File: src/rtl/mem_arb_pkg.sv
// mem_arb_pkg: shared requester ids, FSM states and default widths for the memory port arbiter
package mem_arb_pkg;
    localparam int DEF_AW = 16;
    localparam int DEF_DW = 16;
    typedef enum logic [1:0] {ID_IF = 2'd0, ID_DP = 2'd1, ID_DMA = 2'd2} req_id_e;
    typedef enum logic [1:0] {IDLE = 2'd0, BUSY = 2'd1, RESP = 2'd2} state_e;
endpackage

File: src/rtl/arb_age_counter.sv
// arb_age_counter: saturating DMA starvation counter; limit_hit promotes DMA to top priority
module arb_age_counter #(
    parameter int LIMIT = 8
) (
    input  logic clk,
    input  logic rst_n,
    input  logic inc,
    input  logic clr,
    output logic limit_hit
);
    localparam int W = $clog2(LIMIT + 1);
    localparam logic [W-1:0] LIM = W'(LIMIT);
    logic [W-1:0] cnt;
    // count lost arbitrations, clear on grant, stop at the limit
    always_ff @(posedge clk)
        if (!rst_n || clr) cnt <= '0;
        else if (inc && cnt < LIM) cnt <= cnt + 1'b1;
    assign limit_hit = cnt >= LIM;
endmodule

File: src/rtl/mem_port_arbiter.sv
// mem_port_arbiter: serialises IF/DP/DMA onto one memory port; MEM_PORT_ARB_PERF_EN adds perf counters
module mem_port_arbiter
    import mem_arb_pkg::*;
#(
    parameter int ADDR_WIDTH   = DEF_AW,
    parameter int DATA_WIDTH   = DEF_DW,
    parameter int STARVE_LIMIT = 8,
    parameter int TIMEOUT      = 64
) (
    input  logic                  clk,
    input  logic                  rst_n,
    input  logic                  if_req,
    input  logic [ADDR_WIDTH-1:0] if_addr,
    output logic                  if_gnt,
    output logic                  if_done,
    input  logic                  dp_req,
    input  logic                  dp_we,
    input  logic [ADDR_WIDTH-1:0] dp_addr,
    input  logic [DATA_WIDTH-1:0] dp_wdata,
    output logic                  dp_gnt,
    output logic                  dp_done,
    input  logic                  dma_req,
    input  logic                  dma_we,
    input  logic [ADDR_WIDTH-1:0] dma_addr,
    input  logic [DATA_WIDTH-1:0] dma_wdata,
    output logic                  dma_gnt,
    output logic                  dma_done,
    output logic [DATA_WIDTH-1:0] rdata,
    output logic                  err,
    output logic                  mem_req,
    output logic                  mem_we,
    output logic [ADDR_WIDTH-1:0] mem_addr,
    output logic [DATA_WIDTH-1:0] mem_wdata,
    input  logic                  mem_ready,
    input  logic [DATA_WIDTH-1:0] mem_rdata
`ifdef MEM_PORT_ARB_PERF_EN
    ,
    output logic [15:0]           if_cnt,
    output logic [15:0]           dp_cnt,
    output logic [15:0]           dma_cnt,
    output logic [15:0]           stall_cnt
`endif
);
    localparam int TO_W = TIMEOUT > 1 ? $clog2(TIMEOUT) : 1;
    localparam logic [TO_W-1:0] TO_LAST = TO_W'(TIMEOUT > 0 ? TIMEOUT - 1 : 0);
    state_e state, state_nxt;
    req_id_e owner;
    logic cmd_we, err_q, age_hi, any_gnt, timeout;
    logic [TO_W-1:0] tcnt;
    arb_age_counter #(.LIMIT(STARVE_LIMIT)) u_age (
        .clk      (clk),
        .rst_n    (rst_n),
        .inc      (state == IDLE && dma_req && !dma_gnt),
        .clr      (dma_gnt),
        .limit_hit(age_hi)
    );
    assign any_gnt  = if_gnt || dp_gnt || dma_gnt;
    assign timeout  = TIMEOUT != 0 && tcnt == TO_LAST;
    assign mem_req  = state == BUSY;
    assign mem_we   = mem_req && cmd_we;
    assign if_done  = state == RESP && owner == ID_IF;
    assign dp_done  = state == RESP && owner == ID_DP;
    assign dma_done = state == RESP && owner == ID_DMA;
    assign err      = state == RESP && err_q;
    // state register
    always_ff @(posedge clk)
        state <= rst_n ? state_nxt : IDLE;
    // arbitration in IDLE (aged DMA jumps the queue) and transaction sequencing
    always_comb begin
        state_nxt = state;
        if_gnt    = 1'b0;
        dp_gnt    = 1'b0;
        dma_gnt   = 1'b0;
        case (state)
            IDLE: begin
                dma_gnt   = dma_req && (age_hi || (!dp_req && !if_req));
                dp_gnt    = dp_req && !(age_hi && dma_req);
                if_gnt    = if_req && !dp_req && !(age_hi && dma_req);
                state_nxt = (dma_gnt || dp_gnt || if_gnt) ? BUSY : IDLE;
            end
            BUSY:    state_nxt = (mem_ready || timeout) ? RESP : BUSY;
            default: state_nxt = IDLE;
        endcase
    end
    // latch the winning command, capture read data, flag timeouts
    always_ff @(posedge clk)
        if (!rst_n) begin
            owner     <= ID_IF;
            cmd_we    <= 1'b0;
            mem_addr  <= '0;
            mem_wdata <= '0;
            rdata     <= '0;
            err_q     <= 1'b0;
            tcnt      <= '0;
        end else if (any_gnt) begin
            owner     <= dma_gnt ? ID_DMA : dp_gnt ? ID_DP : ID_IF;
            cmd_we    <= dma_gnt ? dma_we : dp_gnt && dp_we;
            mem_addr  <= dma_gnt ? dma_addr : dp_gnt ? dp_addr : if_addr;
            mem_wdata <= dma_gnt ? dma_wdata : dp_gnt ? dp_wdata : '0;
            err_q     <= 1'b0;
            tcnt      <= '0;
        end else if (state == BUSY) begin
            tcnt <= tcnt + 1'b1;
            if (mem_ready && !cmd_we) rdata <= mem_rdata;
            if (!mem_ready && timeout) err_q <= 1'b1;
        end
`ifdef MEM_PORT_ARB_PERF_EN
    // grant and stall statistics, free-running with wrap
    always_ff @(posedge clk)
        if (!rst_n) begin
            if_cnt    <= '0;
            dp_cnt    <= '0;
            dma_cnt   <= '0;
            stall_cnt <= '0;
        end else begin
            if_cnt    <= if_cnt + 16'(if_gnt);
            dp_cnt    <= dp_cnt + 16'(dp_gnt);
            dma_cnt   <= dma_cnt + 16'(dma_gnt);
            stall_cnt <= stall_cnt + 16'((if_req || dp_req || dma_req) && !any_gnt);
        end
`endif
endmodule

File: config.mk
export PLATFORM = sky130hd
export DESIGN_NAME = mem_port_arbiter
export DESIGN_NICKNAME = d
export VERILOG_FILES = /design/src/rtl/mem_arb_pkg.sv /design/src/rtl/arb_age_counter.sv /design/src/rtl/mem_port_arbiter.sv
export SDC_FILE = /design/constraint.sdc
export NUM_CORES = 1
export LEC_CHECK = 0
export CORE_MARGIN = 10
export CORE_UTILIZATION = 33
export DETAILED_ROUTE_END_ITERATION = 7
export PLACE_DENSITY = 0.73
export SETUP_SLACK_MARGIN = 0.4
export SYNTH_ARGS = -nofsm -noshare
export SYNTH_HDL_FRONTEND = slang
export SYNTH_HIERARCHICAL = 1
export SYNTH_SLANG_ARGS = --single-unit
File: constraint.sdc
create_clock -name clk -period 1.7 [get_ports clk]
set_input_delay 0.255 -clock clk [delete_from_list [all_inputs] [get_ports clk]]
set_output_delay 0.255 -clock clk [all_outputs]
set_load 0.005 [all_outputs]
==> flow_summary.toml, run 1 <==
[run_status]
status = "finished, final reports clean"

[global_route]
antenna_found_initial = 0
first_global_vias = 3211
grt_overflow_total = 0
grt_use_total = 0.1616
grt_max_degree = 40
grt_pass1_wl_um = 16910

[logic_synthesis]
syn_area_per_cell_sq_um = 8.962
synth_cell_type_count = 39
async_flop_share = 0
yosysSeqAreaShare = 0.4468
synth_edf_count = 0
synthCells = 320
ys_seq_elements = 64
yosysWarningCount = 6
synth_nets = 427
syn_area_sq_um = 2868
synth_top_flop_cell = "dfxtp_1"

[sta]
skew_ns = 0.007573
whs_ns = 0.4466
max_freq_mhz = 648.3
setup_ws_ns = 0.1574
fin_crit_sh = 0.9074
slew_viol_final = 0
tightest_slew_ns = 0.4065
rsz0062_at_grt = "true"
timing_hold_violations_final = 0
setup_tns_ns = 0
slew_headroom = 0.7290
fin_crit_ns = 1.543
setup_viol = 0

[critical_path]
start_kind = "flop"
path_cells = "o21bai_4 > nand3_2 > inv_2 > buf_6 > or3b_4 > buf_6 > o211ai_1"
path_buf_inv = 3
worst-setup-path-type = "flop to flop"
reg2reg_from = "u_age/cnt[3]"
crit_slowest_cell = "or3b_4"
cp_max_fo = 6
cp.required_ns = 1.94
path_delay_family = "simple AND/OR/NAND/NOR gates"
crit_path_end_kind = "flop"
cp_common_cell = "buf_6"
startpoint = "u_age/cnt[3]"
cpPeakStageDelay_ns = 0.39
arrival_ns = 1.78

[detailed_routing]
initialDrtViolationCount = 125
drc = 0
antenna_left = 0
wl_per_cell_um = 17.92
viasPerCell = 4.982
dr_total_vias = 3089
dr.pass1.iters = 5
drt-total-wl_um = 11110

[layout]
drive_above_1_share = 0.2583
diodes = 0
nets = 618
area_growth_pct = 85.56
nFillCells = 714
stdcell_count = 620

[clock_tree]
cts_sinks = 64
clk_latency_ns = 0.33
clk_pin_slew_ns = 0.07
cts_tree = "done"
clockBufferDepth = 2
numCtsBuffers = 9
cts_max_level = 3
cts_root_buffer = "clkbuf_8"
hold_buffers = 0

[placed_design]
hpwl_um = 7853
dpl_worst_slack_ns = -0.3167
place_inst = 587
gp_congestion = 0.7720
numPortBuffers = 160

[pwr]
p_seq_frac = 0.420
power.switching_w = 0.001055
power.density_nw_per_um2 = 748.5
p_int_w = 0.002928
p_sw_frac = 0.2649
leakage_nw = 2.298
finalPower_w = 0.003983
max-vdd-ir-drop_mv = 0.4082
combPwrFrac = 0.263
clockPowerShare = 0.317

[floorplanning]
initial_utilization = 0.3438
pin_count = 161
die-area_sq_um = 12820
die_y_um = 113.2
coreArea_sq_um = 8341
num_rows = 33
fp.dieW_um = 113.2

[hold_path]
min_path_type = "flop to flop"
worstHoldStart = "mem_wdata[0]"

[run]
cap_violations = 0
-- placed cells by master, fill, tap and decap left out, types with 3 or more instances in the layout --
master,instances
buf_6,17
mux2i_1,17
ha_1,3
a22oi_1,8
clkinv_2,3
buf_12,4
inv_1,4
xor2_1,5
clkdlybuf4s50_1,99
nor2_1,10
o211ai_2,10
o211ai_1,6
nand2_2,19
clkbuf_8,10
nand2_1,36
a21boi_1,27
buf_4,20
dfxtp_1,61
nand3_1,33
a21boi_0,6
dlygate4sd2_1,51
a22oi_2,9
buf_2,7
-- worst paths after layout --
check             slack, ns           end  cells after the start
setup / recovery       0.16   mem_addr[0]                      7
hold / removal         0.45  mem_wdata[0]                      2
setup reg to reg       0.16   mem_addr[0]                      7
hold reg to reg        0.45  mem_wdata[0]                      2
-- through the flow --
stage	area, sq um	util
CTS	5160	0.6187
floorplan	2907	-
detailed placement	4703	0.5639
finish	5321	0.6380
global placement	4703	0.5639
global route	5321	0.6380
-- metal layers --
layer / up-vias / GRT usage / part of all wire
met3: 14 / 0.05335 / 0.074
met2: 107 / 0.2896 / 0.52
met1: 1457 / 0.1765 / 0.40
met4: 0 / 0.04738 / 0.0099
li1: 1511 / - / -
met5: - / 0 / 0
-- flip-flops by register name, summed over array words and instances, names as in the netlist --
name	flops
cmd_we	1
err_q	1
mem_addr	16
mem_wdata	16
owner	2
rdata	16
state	2
tcnt	6
u_age/cnt	4
-- worst reg2reg max path, delay by kind of cell (launching register included) --
| kind | cells | cell delay [ns] |
|---|---|---|
| AND/OR/NAND/NOR | 2 | 0.47 |
| flip-flops | 1 | 0.34 |
| AO/OA/AOI/OAI | 2 | 0.34 |
| buffers and inverters | 3 | 0.32 |
-- power groups by stage --
stage	Sequential [W]	Clock, W	Combinational [W]
6_report	0.00167	0.00126	0.00105
5_1_grt	0.00169	0.00138	0.00112
4_1_cts	0.00167	0.00130	0.000983
3_5_place_dp	0.00170	0	0.000923
3_3_place_gp	0.00170	0	0.000908
2_1_floorplan	0.00170	0	0.000338
-- final cells by class --
class,count,area (sq um),share of cell area
clock buffer,11,141.4,0.02657
clock inverter,4,45.04,0.008465
inverter,7,28.78,0.005408
multi-input combinational,227,1695,0.3186
sequential,64,1290,0.2424
tap,105,131.4,0.02469
timing repair buffer,202,1989,0.3739
-- timing repair --
| item | CTS | global route |
|---|---|---|
| setup endpoints to repair | 120 | 72 |
| gates resized for setup | 173 | 37 |
| setup buffers | 9 | 4 |
| gates cloned | 4 | 1 |
| pin swaps | 56 | 24 |
-- cells in the mapped netlist, drive strengths merged, types with 3 or more instances --
master	instances	share of area
a21boi	34	0.089
mux2i	17	0.059
a22oi	17	0.045
buf	5	0.011
nor2	14	0.018
ha	3	0.013
nand2b	3	0.0065
inv	7	0.0092
o211ai	16	0.059
xor2	5	0.015
nand2	57	0.075
nand3	34	0.059
dfxtp	64	0.45
clkbuf	17	0.022
-- logic make-up (layout without fill, tap and decap cells) --
kind of cell | count (synthesis) | in the layout | synth area share
AOI/OAI and AO/OA | 76 | 76 | 0.2173
xor gates and xnor gates | 7 | 7 | 0.02138
and+or+nand+nor | 124 | 124 | 0.1998
adders and majority gates | 3 | 3 | 0.01309
muxes | 17 | 17 | 0.05934
DFF | 64 | 64 | 0.4468
buffers and inverters | 29 | 224 | 0.04232
Note: power is estimated with default switching activity, not from simulation.
==> run 2, diff against run 1 <==
--- a/config.mk
+++ b/config.mk
@@ -8,7 +8,9 @@
 export CORE_MARGIN = 10
 export CORE_UTILIZATION = 33
 export DETAILED_ROUTE_END_ITERATION = 7
+export MAX_ROUTING_LAYER = met4
 export PLACE_DENSITY = 0.73
+export REMOVE_ABC_BUFFERS = 1
 export SETUP_SLACK_MARGIN = 0.4
 export SYNTH_ARGS = -nofsm -noshare
 export SYNTH_HDL_FRONTEND = slang
==> flow_summary.toml, run 2 (synthesis gave the netlist of run 1 again) <==
[run_status]
status = "finished, final reports clean"

[floorplanning]
num_rows = 33
pin_count = 161
initial_utilization = 0.3438
coreArea_sq_um = 8341
die_y_um = 113.2
die-area_sq_um = 12820
fp.dieW_um = 113.2

[sta]
fin_crit_ns = 1.596
slew_headroom = 0.7188
timing_hold_violations_final = 0
fin_crit_sh = 0.9391
skew_ns = 0.005511
slew_viol_final = 0
rsz0062_at_grt = "true"
max_freq_mhz = 626.4
setup_viol = 0
tightest_slew_ns = 0.4218

[global_route]
use_met3 = 0.06762
top_usage_layer = "met2"
first_global_vias = 3237
grt_use_total = 0.1621
grt_max_degree = 45
grt_pass1_wl_um = 16400
grt_overflow_total = 0
use_met2 = 0.2592
met1_usage = 0.1779
antenna_found_initial = 1

[critical_path]
start_kind = "flop"
arrival_ns = 1.80
crit_path_end_kind = "flop"
path_buf_inv = 6
cp_max_fo = 4
path_cells = "nor2_4 > nand3_2 > buf_6 > buf_4 > buf_4 > buf_4 > buf_4 > buf_4 > nand3b_1 > a21boi_1"
cp_common_cell = "buf_4"
path_delay_family = "buffers and inverters"
cpPeakStageDelay_ns = 0.37
crit_slowest_cell = "dfxtp_4"
cp.required_ns = 1.91
worst-setup-path-type = "flop to flop"

[detailed_routing]
drt-total-wl_um = 11010
viasPerCell = 4.912
antenna_left = 0
initialDrtViolationCount = 102
drc = 0
wl_per_cell_um = 17.61
dr.pass1.iters = 4
dr_total_vias = 3070

[placed_design]
gp_congestion = 0.7527
hpwl_um = 7786
place_inst = 583
numPortBuffers = 160

[layout]
drive_above_1_share = 0.3121
area_growth_pct = 89.01
nets = 621
stdcell_count = 625
final_common_cell = "clkdlybuf4s50_1"
reg_top3 = "mem_addr (16), mem_wdata (16), rdata (16)"
layout_common_cells = "clkdlybuf4s50_1, dfxtp_1, dlygate4sd2_1"

[clock_tree]
cts_sinks = 64
cts_tree = "done"
numCtsBuffers = 9
cts_max_level = 3
clk_latency_ns = 0.33
cts_root_buffer = "clkbuf_8"
clockBufferDepth = 2
clk_pin_slew_ns = 0.07
hold_buffers = 0

[pwr]
max-vdd-ir-drop_mv = 0.3495
leakage_nw = 2.333
power.density_nw_per_um2 = 729.1
finalPower_w = 0.003952

[run]
cap_violations = 0

[hold_path]
min_path_type = "input pin to flop"
## run 2: cell count changes in the layout (fill, tap and decap cells not counted), sizes merged
| cell | delta |
|---|---|
| buf | +4 |
| bufinv | -1 |
| bufbuf | -2 |
| diode | +1 |
| clkbuf | +3 |
## run 2: repair_timing
action,CTS,global route
resized for setup,164,69
setup buffers,15,6
pin swaps,50,65
gates cloned,3,1
endpoints found under the setup margin,120,72
## run 2: path summary, 6_finish.rpt
path                              startpoint           end  slack, ns  cells after the start
worst min register to register  mem_wdata[2]  mem_wdata[2]       0.45                      2
worst max-delay path                state[1]      owner[0]       0.10                     10
worst max register to register      state[1]      owner[0]       0.10                     10
worst min-delay path                   rst_n      state[1]       0.43                      3
## run 2: per-stage QoR
step	setup slack [ns]	TNS, ns	hold WS, ns	instance area (sq um)	utilization
CTS	0.1386	0	0.4061	5130	0.6151
floorplan	-0.7447	-17.99	0.3767	2773	-
detailed placement	-0.3129	-6.260	0.4556	4684	0.5617
finish	0.1036	0	0.4330	5420	0.6499
global route	0.05325	0	0.4414	5420	0.6499
global placement	-0.3305	-5.090	0.4396	4684	0.5617
## run 2: tightest hold or removal path, delay by kind of cell
kind	cells	cell delay [ns]
buffers and inverters	2	0.32
AOI/OAI and AO/OA	1	0.14
## run 2: layout make-up
| class | instances | area (sq um) |
|---|---|---|
| timing repair buffer | 205 | 2002 |
| multi-input combinational | 227 | 1780 |
| clock buffer | 13 | 168.9 |
| antenna | 1 | 2.502 |
| fill | 697 | 2920 |
| tap | 105 | 131.4 |
| sequential | 64 | 1291 |
| inverter | 7 | 28.78 |
| clock inverter | 3 | 15.01 |
## run 2: layer usage
layer | vias to the layer above | part of all wire | routed length [um]
li1 | 1515 | - | -
met1 | 1426 | 0.41 | 4550
met2 | 118 | 0.48 | 5312
met3 | 11 | 0.093 | 1028
met4 | 0 | 0.011 | 117
met5 | - | 0 | 0
## run 2: report_power, final
| part | internal [W] | switching, W |
|---|---|---|
| Clock | 0.000642 | 0.000564 |
| Combinational | 0.000628 | 0.000442 |
| Sequential | 0.00161 | 0.0000684 |
==> variant 1: new RTL, flow settings as in run 1 <==
Put a register stage on the output `err`, without a reset. The value now appears one clock later. The other outputs are not delayed to match.
--- a/src/rtl/mem_port_arbiter.sv
+++ b/src/rtl/mem_port_arbiter.sv
@@ -61,7 +61,9 @@
     assign if_done  = state == RESP && owner == ID_IF;
     assign dp_done  = state == RESP && owner == ID_DP;
     assign dma_done = state == RESP && owner == ID_DMA;
-    assign err      = state == RESP && err_q;
+    always_ff @(posedge clk) begin
+        err <= state == RESP && err_q;
+    end
     // state register
     always_ff @(posedge clk)
         state <= rst_n ? state_nxt : IDLE;
Formal check against the unedited RTL: same outputs for any inputs over 10 cycles, from zero or initial values and one cycle with rst_n low; that may be too few to reach the edited logic, so the function may still have changed.
==> variant 1 against run 1 <==
- critical path depth is 3 lower
- synthesized area is 0.70% higher
- die area is 0.57% higher
- sequential share of layout area is 1.5 points lower
- worst setup slack worse by 85 ps
- cell count is 1.9% higher
- sequential cell count is 1 higher
- wire length is 4.7% higher
- global-route usage is 0.27 points higher
- power is 5.1% higher
- register-to-register slack worse by 40 ps
- final area is 7.9% higher
- clock power hardly changed
- largest cell class unchanged
==> variant 1: results (changes against run 1) <==
| Metric | Value |
|---|---|
| Seq/Total Area, Yosys | 45.1% (was 44.7%) |
| Syn Inst Count | 321 (was 320) |
| Switching part of the total power | 26.8% (was 26.5%) |
| DR iter-0 viols | 125 (unchanged) |
| Post-Synth Adder-Cell Area | 1.30% (was 1.31%) |
| H-tree depth | 3 (unchanged) |
| CP max stage delay | 340 ps (was 390 ps) |
| Family with the most delay on the worst path | flip-flops (was simple AND/OR/NAND/NOR gates) |
| Layout cells sized above 1 | 30.0% (was 25.8%) |
| Largest net degree at the start of global routing | 40 (unchanged) |
| Total CTS buffers | 9 (unchanged) |
| Most frequent cells after synthesis | dfxtp_1, nand2_1, nand3_1 (unchanged) |
| Worst min path class | reg -> reg (unchanged) |
| First-pass GRT wire length | 17300 um (was 16900 um) |
| Worst reg2reg endpoint | mem_addr[0]$_SDFFE_PN0P_ (unchanged) |
| Ys Warns | 6 (unchanged) |
| Layout Skew | 7.24 ps (was 7.57 ps) |
| Fillcell total | 699 (was 714) |
| R2r setup slk | 120 ps (was 160 ps) |
| Via-per-instance ratio | 5.01 (was 4.98) |
| Final wirelength | 11600 um (was 11100 um) |
| DRT Pass-1 Iters | 5 (unchanged) |
| Rel. slew slack | 72.2% (was 72.9%) |
| HP Start | err_q$_SDFFE_PP0P_ (was mem_wdata[0]$_SDFFE_PN0P_) |
| GPL Wtd Cong | 0.774 (was 0.772) |
| Top post-synthesis cells by area | dfxtp_1, a21boi_0, nand2_1 (unchanged) |
| Placed insts | 588 (was 587) |
| Status | completed (unchanged) |
| Met3 WL | 769 um (was 825 um) |
| M1 WL | 4640 um (was 4420 um) |
| Placed Area | 4720 um^2 (was 4700 um^2) |
| CP max stage cell | dfxtp_2 (was or3b_4) |
| Unique masters post-synth | 39 (unchanged) |
| Final Net Count | 628 (was 618) |
| Max IR drop VDD | 0.000446 V (was 0.000408 V) |
| Synth Area in XOR/XNOR | 2.12% (was 2.14%) |
| GRT Total Usage | 16.4% (was 16.2%) |
| Mux cell area share after synthesis | 5.89% (was 5.93%) |
| Detail Placement HPWL | 7770 um (was 7850 um) |
| Clock latency on the worst-skew pair | 330 ps (about the same) |
| IO Port Bufs | 160 (unchanged) |
| Endpoint, Worst Hold | err$_DFF_P_ (was mem_wdata[0]$_SDFFE_PN0P_) |
| Arr. time, crit path | 1370 ps (was 1780 ps) |
| DR WL met2 | 6160 um (was 5760 um) |
| Hold path depth | 2 (unchanged) |
| Crit Path Max Fanout | 3 (was 6) |
| Synth Area in Compound Gates | 21.6% (was 21.7%) |
| Vias in the first global route | 3262 (was 3211) |
| Max layer used | met4 (unchanged) |
| Total number of vias | 3168 (was 3089) |
| Initial antenna violation count | 0 (unchanged) |
| Synth Net Count | 428 (was 427) |
| Leakage power | 2.43 nW (was 2.30 nW) |
variant 1: changes by cell type in the layout (fill, tap and decap cells not counted), moves of 2 or more:
cell	change
buf_2	-3
a21boi_0	-6
clkinv_2	-2
buf_16	+4
clkbuf_16	+5
buf_12	+7
buf_4	-4
bufbuf_16	-2
a21boi_1	+6
a22oi_2	+8
nor2_4	+6
nor2_1	-7
a22oi_1	-8
variant 1: timing repair:
action / 4_1_cts / 5_1_grt
pin swaps: 79 / 27
hold buffers: 0 / 0
buffers inserted: 15 / 4
resized for setup: 203 / 46
setup endpoints to repair: 118 / 71
cloned: 5 / 6
variant 1: power groups by stage:
stage / sequential (mW) / clock, mW / combinational (mW)
2_1_floorplan: 1.73 / 0 / 0.338
3_3_place_gp: 1.72 / 0 / 0.903
3_5_place_dp: 1.72 / 0 / 0.922
4_1_cts: 1.69 / 1.30 / 1.05
5_1_grt: 1.71 / 1.38 / 1.31
6_report: 1.69 / 1.26 / 1.23
variant 1: how the worst max path moves through the flow:
stage / from / end / slack [ps] / cells after the start
global route: u_age/cnt[3]$_SDFFE_PP0P_ / if_gnt / 3 / 4
CTS: u_age/cnt[3]$_SDFFE_PP0P_ / if_gnt / 90 / 4
floorplan: u_age/cnt[3]$_SDFFE_PP0P_ / mem_addr[14]$_SDFFE_PN0P_ / 150 / 8
detailed placement: dma_req / if_gnt / -300 / 4
finish: u_age/cnt[3]$_SDFFE_PP0P_ / if_gnt / 70 / 4
global placement: dma_req / if_gnt / -320 / 4
variant 1: layout make-up:
class / instances / share of cell area [%]
clock buffers: 11 / 2.46
inverters: 7 / 0.501
well taps: 108 / 2.35
multi-input cells: 227 / 31.5
repair buffers: 211 / 39.7
flip-flops and latches: 65 / 22.8
clock inverters: 3 / 0.741
variant 1: routing by layer:
metal	vias up	track usage, %
li1	1528	-
met1	1535	18.7
met2	97	28.5
met3	8	5.77
met4	0	4.31
met5	-	0
variant 1: cells by family (layout without fill, tap and decap cells):
| family | Yosys count | after routing |
|---|---|---|
| simple gates | 124 | 124 |
| fa+ha+maj | 3 | 3 |
| flops | 65 | 65 |
| compound gates | 76 | 76 |
| mux | 17 | 17 |
| buf+inv | 29 | 232 |
| xor+xnor | 7 | 7 |
variant 1: stage by stage:
stage | hold WS, ps | setup WS (ps) | utilization [%]
after detailed placement | 421 | -302 | 54.6
after floorplan | 400 | 146 | -
after CTS | 449 | 91.2 | 62.3
after global placement | 423 | -319 | 54.6
after global routing | 444 | 2.70 | 66.5
final | 446 | 72.9 | 66.5
variant 1: worst reg2reg max path, stage by stage, from the launching register on:
cell	delay [ps]
dfxtp_2	340
o21bai_4	180
nand3_2	90
inv_2	50
buf_6	110
or3b_4	440
buf_12	160
o211ai_1	160
==> variant 2: new RTL, config.mk and constraints of run 1 <==
Without the edit above. Change the package constant `DEF_DW` from 16 to 32.
--- a/src/rtl/mem_arb_pkg.sv
+++ b/src/rtl/mem_arb_pkg.sv
@@ -1,7 +1,7 @@
 // mem_arb_pkg: shared requester ids, FSM states and default widths for the memory port arbiter
 package mem_arb_pkg;
     localparam int DEF_AW = 16;
-    localparam int DEF_DW = 16;
+    localparam int DEF_DW = 32;
     typedef enum logic [1:0] {ID_IF = 2'd0, ID_DP = 2'd1, ID_DMA = 2'd2} req_id_e;
     typedef enum logic [1:0] {IDLE = 2'd0, BUSY = 2'd1, RESP = 2'd2} state_e;
 endpackage
Ports: changed (5 resized); port bits go from 161 to 241. No check against the original RTL was run, so the function may have changed too.
==> variant 2 against run 1 <==
- sequential cell count is 32 higher
- die area is 35% higher
- non-clock buffer count is 104 higher
- power is 65% higher
- count of clock-buffer cells in the layout is 3 higher
- synthesized area is 43% higher
- clock skew is 3.8 ps higher
- worst setup slack worse by 51 ps
- final area is 60% higher
- wire length is 76% higher
- combinational power is 70% higher
- largest power group unchanged
==> variant 2: results (changes against run 1) <==
| Metric | Value |
|---|---|
| Leakage power | 3.62 nW (was 2.30 nW) |
| Worst min path class | in -> reg (was reg -> reg) |
| Top post-synthesis cells by area | dfxtp_1, a21boi_0, nand2_1 (unchanged) |
| Seq/Total Area, Yosys | 46.8% (was 44.7%) |
| Arr. time, crit path | 1340 ps (was 1780 ps) |
| Layout Skew | 11.4 ps (was 7.57 ps) |
| R2r setup slk | 110 ps (was 160 ps) |
| Final Net Count | 896 (was 618) |
| Most frequent cells after synthesis | nand2_1, dfxtp_1, a21boi_0 (was dfxtp_1, nand2_1, nand3_1) |
| GPL Wtd Cong | 0.801 (was 0.772) |
| Via-per-instance ratio | 5.10 (was 4.98) |
| IO Port Bufs | 240 (was 160) |
| Detail Placement HPWL | 12600 um (was 7850 um) |
| Vias in the first global route | 4989 (was 3211) |
| Top flop regs | mem_wdata (32), rdata (32), mem_addr (16) (was mem_addr (16), mem_wdata (16), rdata (16)) |
| H-tree depth | 3 (unchanged) |
| Rel. slew slack | 78.8% (was 72.9%) |
| HP Start | rst_n (was mem_wdata[0]$_SDFFE_PN0P_) |
| Crit Path Max Fanout | 4 (was 6) |
| Max IR drop VDD | 0.000653 V (was 0.000408 V) |
| DRT Pass-1 Iters | 4 (was 5) |
| Final ANT Viol Nets | 0 (unchanged) |
| Status | completed (unchanged) |
| EDFF count, synth | 0 (unchanged) |
| Period utilisation layout | 93.7% (was 90.7%) |
| First-pass GRT wire length | 27900 um (was 16900 um) |
| Initial antenna violation count | 1 (was 0) |
| Unique masters post-synth | 40 (was 39) |
| Final wirelength | 19500 um (was 11100 um) |
| Layout cells sized above 1 | 31.2% (was 25.8%) |
| Place WS | -342 ps (was -317 ps) |
| GRT Total Usage | 20.1% (was 16.2%) |
| DR iter-0 viols | 216 (was 125) |
| Clock Root Buffer | clkbuf_16 (was clkbuf_8) |
| Synth Net Count | 615 (was 427) |
| Largest net degree at the start of global routing | 71 (was 40) |
| R2r startpoint | state[1]$_SDFF_PN0_ (was u_age/cnt[3]$_SDFFE_PP0P_) |
variant 2: changes by cell type after synthesis, sizes merged, moves of 2 or more:
| cell | delta |
|---|---|
| nor2b | +2 |
| clkbuf | +11 |
| buf | +3 |
| nand2b | -2 |
| and3 | +2 |
| nand2 | +47 |
| inv | -2 |
| a21boi | +31 |
| dfxtp | +32 |
| a22oi | +16 |
variant 2: worst max-delay path, stage by stage (launching register included):
cell and delay [ps]:
dfxtp_4 380, a211oi_4 240, and3b_1 230, buf_2 150
variant 2: path summary, 6_finish.rpt:
path / to / cells past startpoint
max: if_gnt / 3
min: state[1]$_SDFF_PN0_ / 3
min reg2reg: rdata[20]$_SDFFE_PN0P_ / 2
max reg2reg: rdata[10]$_SDFFE_PN0P_ / 9
variant 2: cell type report:
class | count | area [um^2]
tap | 168 | 210
multi-input combinational | 322 | 2720
fill | 904 | 3600
antenna | 1 | 2.50
clock buffer | 14 | 274
clock inverter | 2 | 60.1
sequential | 96 | 1930
timing repair buffer | 306 | 3280
inverter | 6 | 26.3
variant 2: stage by stage:
step	area, um^2	hold slack (ps)	instances
final	8510	432	915
after global routing	8500	457	914
after CTS	7850	429	903
after detailed placement	6870	454	860
after global placement	6870	445	860
after floorplan	4140	390	460
variant 2: cells by family after synthesis:
| family | Yosys count | synth area share [%] |
|---|---|---|
| xor gates and xnor gates | 7 | 1.49 |
| adders and majority gates | 3 | 0.914 |
| buffers and inverters | 42 | 4.36 |
| AOI/OAI and AO/OA | 123 | 23.8 |
| muxes | 18 | 4.39 |
| DFF | 96 | 46.8 |
| and+or+nand+nor | 171 | 18.3 |
variant 2: where the power goes:
group          internal, mW  switching [mW]
sequential             2.40          0.0974
combinational          1.04           0.738
clock                  1.41           0.880
variant 2: repair_timing:
action | in CTS | in global routing
resized for setup | 258 | 152
buffers inserted | 18 | 7
endpoints found under the setup margin | 182 | 104
gates cloned | 9 | 4
pin swaps | 78 | 84
variant 2: layer usage:
| metal | vias up | routed length (um) | track usage, % | share of wire [%] |
|---|---|---|---|---|
| li1 | 2170 | - | - | - |
| met1 | 2221 | 7040 | 20.5 | 36 |
| met2 | 230 | 9580 | 33.9 | 49 |
| met3 | 48 | 2130 | 10.3 | 11 |
| met4 | 0 | 756 | 8.78 | 3.9 |
| met5 | - | 0 | 0 | 0 |
